--- src/rtl/arith_rs.sv ---
// arith_rs: reservation station ahead of the arithmetic unit.
// Collapsing queue (entry 0 oldest) that snoops the CDB for operands and
// issues the oldest entry whose two sources are ready.
module arith_rs #(
    parameter int unsigned DEPTH = 4,
    parameter int unsigned TAG_W = 6
) (
    input  logic             clk_i,
    input  logic             reset_ni,
    input  logic             flush_i,
    input  logic             disp_valid_i,
    output logic             disp_ready_o,
    input  logic [31:0]      disp_pc_i,
    input  logic [31:0]      disp_inst_i,
    input  logic [TAG_W-1:0] disp_dest_tag_i,
    input  logic             disp_rs1_rdy_i,
    input  logic [TAG_W-1:0] disp_rs1_tag_i,
    input  logic [31:0]      disp_rs1_val_i,
    input  logic             disp_rs2_rdy_i,
    input  logic [TAG_W-1:0] disp_rs2_tag_i,
    input  logic [31:0]      disp_rs2_val_i,
    input  logic             cdb_valid_i,
    input  logic [TAG_W-1:0] cdb_tag_i,
    input  logic [31:0]      cdb_value_i,
    output logic             issue_valid_o,
    input  logic             issue_ready_i,
    output logic [31:0]      issue_pc_o,
    output logic [31:0]      issue_inst_o,
    output logic [31:0]      issue_rs1_value_o,
    output logic [31:0]      issue_rs2_value_o,
    output logic [TAG_W-1:0] issue_dest_tag_o,
    output logic [3:0]       count_o
);

    typedef struct packed {
        logic             valid;
        logic [31:0]      pc;
        logic [31:0]      inst;
        logic [TAG_W-1:0] dest;
        logic             rs1_rdy;
        logic [TAG_W-1:0] rs1_tag;
        logic [31:0]      rs1_val;
        logic             rs2_rdy;
        logic [TAG_W-1:0] rs2_tag;
        logic [31:0]      rs2_val;
    } entry_t;

    entry_t           ent_q [DEPTH];
    entry_t           ent_d [DEPTH];
    entry_t           woke  [DEPTH+1];
    entry_t           new_ent;
    entry_t           sel_ent;
    logic             sel_found;
    logic [DEPTH-1:0] shift_mask;
    logic             issue_fire;
    logic             disp_fire;
    logic [3:0]       wr_idx;
    logic [3:0]       count_q, count_d;

    // CDB wakeup view of every entry; the extra top slot is an empty entry
    // that shifts in when the queue collapses.
    always_comb begin
        for (int unsigned i = 0; i < DEPTH; i++) begin
            woke[i] = ent_q[i];
            if (cdb_valid_i && ent_q[i].valid) begin
                if (!ent_q[i].rs1_rdy && ent_q[i].rs1_tag == cdb_tag_i) begin
                    woke[i].rs1_rdy = 1'b1;
                    woke[i].rs1_val = cdb_value_i;
                end
                if (!ent_q[i].rs2_rdy && ent_q[i].rs2_tag == cdb_tag_i) begin
                    woke[i].rs2_rdy = 1'b1;
                    woke[i].rs2_val = cdb_value_i;
                end
            end
        end
        woke[DEPTH] = '0;
    end

    // Oldest-ready select on registered rdy bits; shift_mask marks the
    // selected entry and everything younger (those move down on issue).
    always_comb begin
        sel_found  = 1'b0;
        sel_ent    = '0;
        shift_mask = '0;
        for (int unsigned i = 0; i < DEPTH; i++) begin
            if (!sel_found && ent_q[i].valid && ent_q[i].rs1_rdy && ent_q[i].rs2_rdy) begin
                sel_found = 1'b1;
                sel_ent   = ent_q[i];
            end
            shift_mask[i] = sel_found;
        end
    end

    // Issue outputs come straight from the selected entry (zero when none).
    always_comb begin
        issue_valid_o     = sel_found;
        issue_pc_o        = sel_ent.pc;
        issue_inst_o      = sel_ent.inst;
        issue_rs1_value_o = sel_ent.rs1_val;
        issue_rs2_value_o = sel_ent.rs2_val;
        issue_dest_tag_o  = sel_ent.dest;
        count_o           = count_q;
    end

    // Incoming entry, with same-cycle CDB capture for sources not yet ready.
    always_comb begin
        new_ent         = '0;
        new_ent.valid   = 1'b1;
        new_ent.pc      = disp_pc_i;
        new_ent.inst    = disp_inst_i;
        new_ent.dest    = disp_dest_tag_i;
        new_ent.rs1_rdy = disp_rs1_rdy_i;
        new_ent.rs1_tag = disp_rs1_tag_i;
        new_ent.rs1_val = disp_rs1_val_i;
        new_ent.rs2_rdy = disp_rs2_rdy_i;
        new_ent.rs2_tag = disp_rs2_tag_i;
        new_ent.rs2_val = disp_rs2_val_i;
        if (cdb_valid_i && !disp_rs1_rdy_i && disp_rs1_tag_i == cdb_tag_i) begin
            new_ent.rs1_rdy = 1'b1;
            new_ent.rs1_val = cdb_value_i;
        end
        if (cdb_valid_i && !disp_rs2_rdy_i && disp_rs2_tag_i == cdb_tag_i) begin
            new_ent.rs2_rdy = 1'b1;
            new_ent.rs2_val = cdb_value_i;
        end
    end

    // Next state: collapse on issue, append dispatch at the tail, flush wins.
    // Readiness uses count before any same-cycle issue, so a slot freed by
    // issue is not reused in the same cycle.
    always_comb begin
        disp_ready_o = (32'(count_q) < DEPTH) && !flush_i;
        issue_fire   = sel_found && issue_ready_i;
        disp_fire    = disp_valid_i && disp_ready_o;
        wr_idx       = count_q - {3'b000, issue_fire};
        count_d      = count_q + {3'b000, disp_fire} - {3'b000, issue_fire};
        for (int unsigned i = 0; i < DEPTH; i++) begin
            ent_d[i] = (issue_fire && shift_mask[i]) ? woke[i+1] : woke[i];
            if (disp_fire && 4'(i) == wr_idx) begin
                ent_d[i] = new_ent;
            end
        end
        if (flush_i) begin
            for (int unsigned i = 0; i < DEPTH; i++) begin
                ent_d[i] = '0;
            end
            count_d = '0;
        end
    end

    // State registers with asynchronous active-low reset.
    always_ff @(posedge clk_i or negedge reset_ni) begin
        if (!reset_ni) begin
            for (int unsigned i = 0; i < DEPTH; i++) begin
                ent_q[i] <= '0;
            end
            count_q <= '0;
        end else begin
            for (int unsigned i = 0; i < DEPTH; i++) begin
                ent_q[i] <= ent_d[i];
            end
            count_q <= count_d;
        end
    end

endmodule

--- config.mk ---
export PLATFORM = sky130hd
export DESIGN_NAME = arith_rs
export DESIGN_NICKNAME = d
export VERILOG_FILES = /design/src/rtl/arith_rs.sv
export SDC_FILE = /design/constraint.sdc
export NUM_CORES = 2
export LEC_CHECK = 0
export ABC_AREA = 1
export ABC_CLOCK_PERIOD_IN_PS = 5200
export CORE_MARGIN = 2
export CORE_UTILIZATION = 52
export DETAILED_ROUTE_END_ITERATION = 8
export HOLD_SLACK_MARGIN = 0.02
export PLACE_DENSITY = 0.72
export SETUP_SLACK_MARGIN = 0.1
export SYNTH_ARGS = -nofsm -noshare
export SYNTH_HDL_FRONTEND = slang
export SYNTH_SLANG_ARGS = --single-unit
--- constraint.sdc ---
create_clock -name clk_i -period 5.2 [get_ports clk_i]
set_input_delay 1.04 -clock clk_i [delete_from_list [all_inputs] [get_ports clk_i]]
set_output_delay 1.04 -clock clk_i [all_outputs]
set_load 0.05 [all_outputs]
==> out/metrics.cfg <==
[setup_path]
slowest_delay_ps = 920
critPathKind = reg2out
critical_path_buf_inv_count = 2
cp_common_cell = nand2_1
endpoint_kind = primary output
slowest_stage = clkdlybuf4s50_1
worstReg2RegEnd = ent_q[44]$_DFF_PN0_
arrival_ps = 3760
r2r_cells = 17
start_kind = register
crit_fanout = 37
required_ps = 4160
rrSetupSlack_ps = 1260
r2r-start = ent_q[524]$_DFFE_PN0P_
crit_family = buffers and inverters
cp_cell_sequence = nand3_2 > nand4_4 > nand2_1 > nor2_4 > buf_12 > nand2_1 > o2111ai_1 > clkdlybuf4s50_1

[detailed_routing]
vias = 39500
drc_errors = 0
drt-initial-drc-count = 4912
routedWlPerCell_um = 22.21
routed_wirelength_um = 141100
avgViaCountPerCell = 6.216
ant_nets = 0
drt-pass1-iter-count = 8

[timing]
fin_worst_skew_ps = 24.35
max_slew_margin_pct = 20.21
whs_ps = 436.4
rsz0062_at_grt = false
final.setup.tns_ps = 0
report.final.hold_viol_count = 0
finalCritPeriodShare_pct = 92.38
slew_viol_final = 0
layout_min_cycle_time_ps = 4804
fmax_mhz = 208.2
setup_viol = 0
worst_slew_pin_slew_ps = 1197

[die]
die_x_um = 270.3
coreArea_mm2 = 0.07015
die_y_um = 270.3
die-area_mm2 = 0.07304
start_util_pct = 52.55
io-pin-count = 332
rows = 97

[clock_tree]
cts_buffers = 70
post_cts.repair.setup_buffers = 0
ctsHoldBuffers = 0
clock_latency_ps = 630
clock_sinks = 600
path_clk_slew_ps = 60
clockBufferDepth = 3
root_buffer = clkbuf_16
cts_resized = 0
htree_levels = 3
cts_tree = built

[power]
switchingPower_w = 0.004741
seqPwrFrac_pct = 39.2
internal_power_w = 0.008937
power_frac_comb_pct = 23.4
p_leak_nw = 19.56
powerDensity_mw_per_mm2 = 317.4
switching_share_pct = 34.66
ir_drop_v = 0.0004581
clockPowerShare_pct = 37.4

[global_routing]
gr-total-overflow = 0
grt_usage_pct = 37.61
grt_max_degree = 165
antenna_found_initial = 3
grt_pass1_vias = 37810
grt_pass1_wl_um = 218300

[synth]
synth_warnings = 0
yosys.area_share.simple_pct = 30.41
synth-seq-cells = 600
ys_seq_area_share_pct = 40.73
synth_cell_types = 38
synth_area_mm2 = 0.03687
syn-instance-count = 5330
synth-xor-area-share_pct = 0.5464
synthAdderAreaFrac_pct = 0.3597
synth_top_family_by_area = simple AND/OR/NAND/NOR gates
synthMuxAreaShare_pct = 0
synth_fp_nets = 5532
syn_avg_cell_area_um2 = 6.917
synth-compound-area-share_pct = 18.34

[placed_design]
globalplace.congestion = 0.8860
dpl.hpwl_um = 78200
io_buffers = 331

[final_layout]
antenna-diode-count = 0
drive_gt1_share_pct = 7.091
area_growth_pct = 16.87
nets = 5564

[flow_run]
cap_violations = 0

[run_status]
status = completed

[min_path]
hold_path.class = in2async

## synthesized netlist by cell type (all sizes together)
| master | n | share of area, % |
|---|---|---|
| nand2 | 1588 | 16 |
| o21ai | 733 | 10 |
| nand3 | 611 | 8.4 |
| dfrtp | 600 | 41 |
| inv | 402 | 4.1 |
| nor2 | 254 | 2.8 |
| buf | 242 | 3.3 |
| clkbuf | 220 | 2.2 |
| a21oi | 141 | 1.9 |
| o22ai | 138 | 2.3 |
| nand4 | 133 | 2.3 |
| a22oi | 82 | 1.7 |
| o2111ai | 64 | 1.5 |
| a211oi | 40 | 0.81 |
| or2 | 37 | 0.63 |
| xnor2 | 16 | 0.38 |
| ha | 9 | 0.31 |
| xor2 | 7 | 0.17 |
| nor3 | 4 | 0.068 |
| o211ai | 4 | 0.081 |
| o21bai | 2 | 0.041 |
| clkinv | 1 | 0.010 |
| fa | 1 | 0.054 |
| nand3b | 1 | 0.020 |
## registers in the layout, summed over array words and instances, names as in the netlist
register  cells
ent_q       596
count_o       4
## logic make-up after synthesis
kind of cell,after synthesis
and+or+nand+nor,2628
AOI/OAI and AO/OA,1204
buffers and inverters,865
xor gates and xnor gates,23
DFF,600
adders and majority gates,10
## power by group through the flow
stage	registers, W	clock network (W)	logic [W]
floorplan	0.00539	0	0.00195
CTS	0.00535	0.00515	0.00313
detailed placement	0.00542	0	0.00312
global route	0.00541	0.00533	0.00344
global placement	0.00542	0	0.00306
finish	0.00536	0.00512	0.00320
## cell type report
cell class	count	area (um2)
clock buffer	99	2002
clock inverter	26	319.1
fill	6469	27060
inverter	403	1528
multi-input combinational	3865	18450
sequential	600	15010
tap	940	1176
timing repair buffer	422	4596
## placed cells by master (no fill, tap or decap), types with 82 or more instances in the layout
cell | synthesis | layout
buf_4 | 8 | 114
dfrtp_1 | 600 | 600
a21oi_1 | 141 | 141
o21ai_0 | 635 | 635
inv_1 | 390 | 388
a22oi_1 | 82 | 82
clkdlybuf4s50_1 | 0 | 241
nand3_1 | 603 | 602
o21ai_1 | 97 | 97
nand4_1 | 132 | 132
o22ai_1 | 138 | 138
nor2_1 | 237 | 232
nand2_1 | 1583 | 1581
## per-stage QoR
step | area [um2] | setup slack [ps] | power, W | utilization (%) | std cells
3_5_place_dp | 40770 | 794.0 | 0.008542 | 58.11 | 6230
4_1_cts | 43090 | 446.9 | 0.01363 | 61.42 | 6355
6_report | 43090 | 396.0 | 0.01368 | 61.42 | 6355
5_1_grt | 43090 | 305.9 | 0.01417 | 61.42 | 6355
3_3_place_gp | 40770 | 930.2 | 0.008488 | 58.11 | 6230
2_1_floorplan | 36870 | 1831 | 0.007332 | - | 5330
## how the worst max path moves through the flow
| stage | start | endpoint | slack [ps] | depth (start not counted) |
|---|---|---|---|---|
| 2_1_floorplan | ent_q[595]$_DFFE_PN0P_ | issue_pc_o[25] | 1830 | 7 |
| 3_3_place_gp | issue_ready_i | ent_q[492]$_DFFE_PN0P_ | 930 | 15 |
| 3_5_place_dp | issue_ready_i | ent_q[44]$_DFF_PN0_ | 790 | 15 |
| 4_1_cts | ent_q[524]$_DFFE_PN0P_ | issue_rs2_value_o[31] | 450 | 8 |
| 5_1_grt | ent_q[524]$_DFFE_PN0P_ | issue_rs2_value_o[31] | 310 | 8 |
| 6_report | ent_q[524]$_DFFE_PN0P_ | issue_rs2_value_o[31] | 400 | 8 |
## routing by layer
layer / track usage [%] / up-vias / share of wire, % / wire length (um)
met3: 8.081 / 496 / 11 / 15910
met4: 17.87 / 6 / 5.0 / 7019
met5: 0 / - / 0.029 / 41
met2: 59.15 / 2501 / 45 / 64000
li1: - / 17870 / - / -
met1: 49.56 / 18630 / 38 / 54170
## worst reg2reg max path, stage by stage (launching register included)
cell and delay [ps]:
dfrtp_1 410, nand3_2 240, nand4_4 170, nand3_2 230
o21ai_2 270, inv_1 90, ha_1 200, ha_1 190
xnor2_1 120, nand3_1 220, inv_6 150, nand2_1 90
buf_4 220, nand3_4 110, inv_2 70, buf_4 780
nand2_1 220, nand2_1 110
Power figures use the tool's default switching activity.
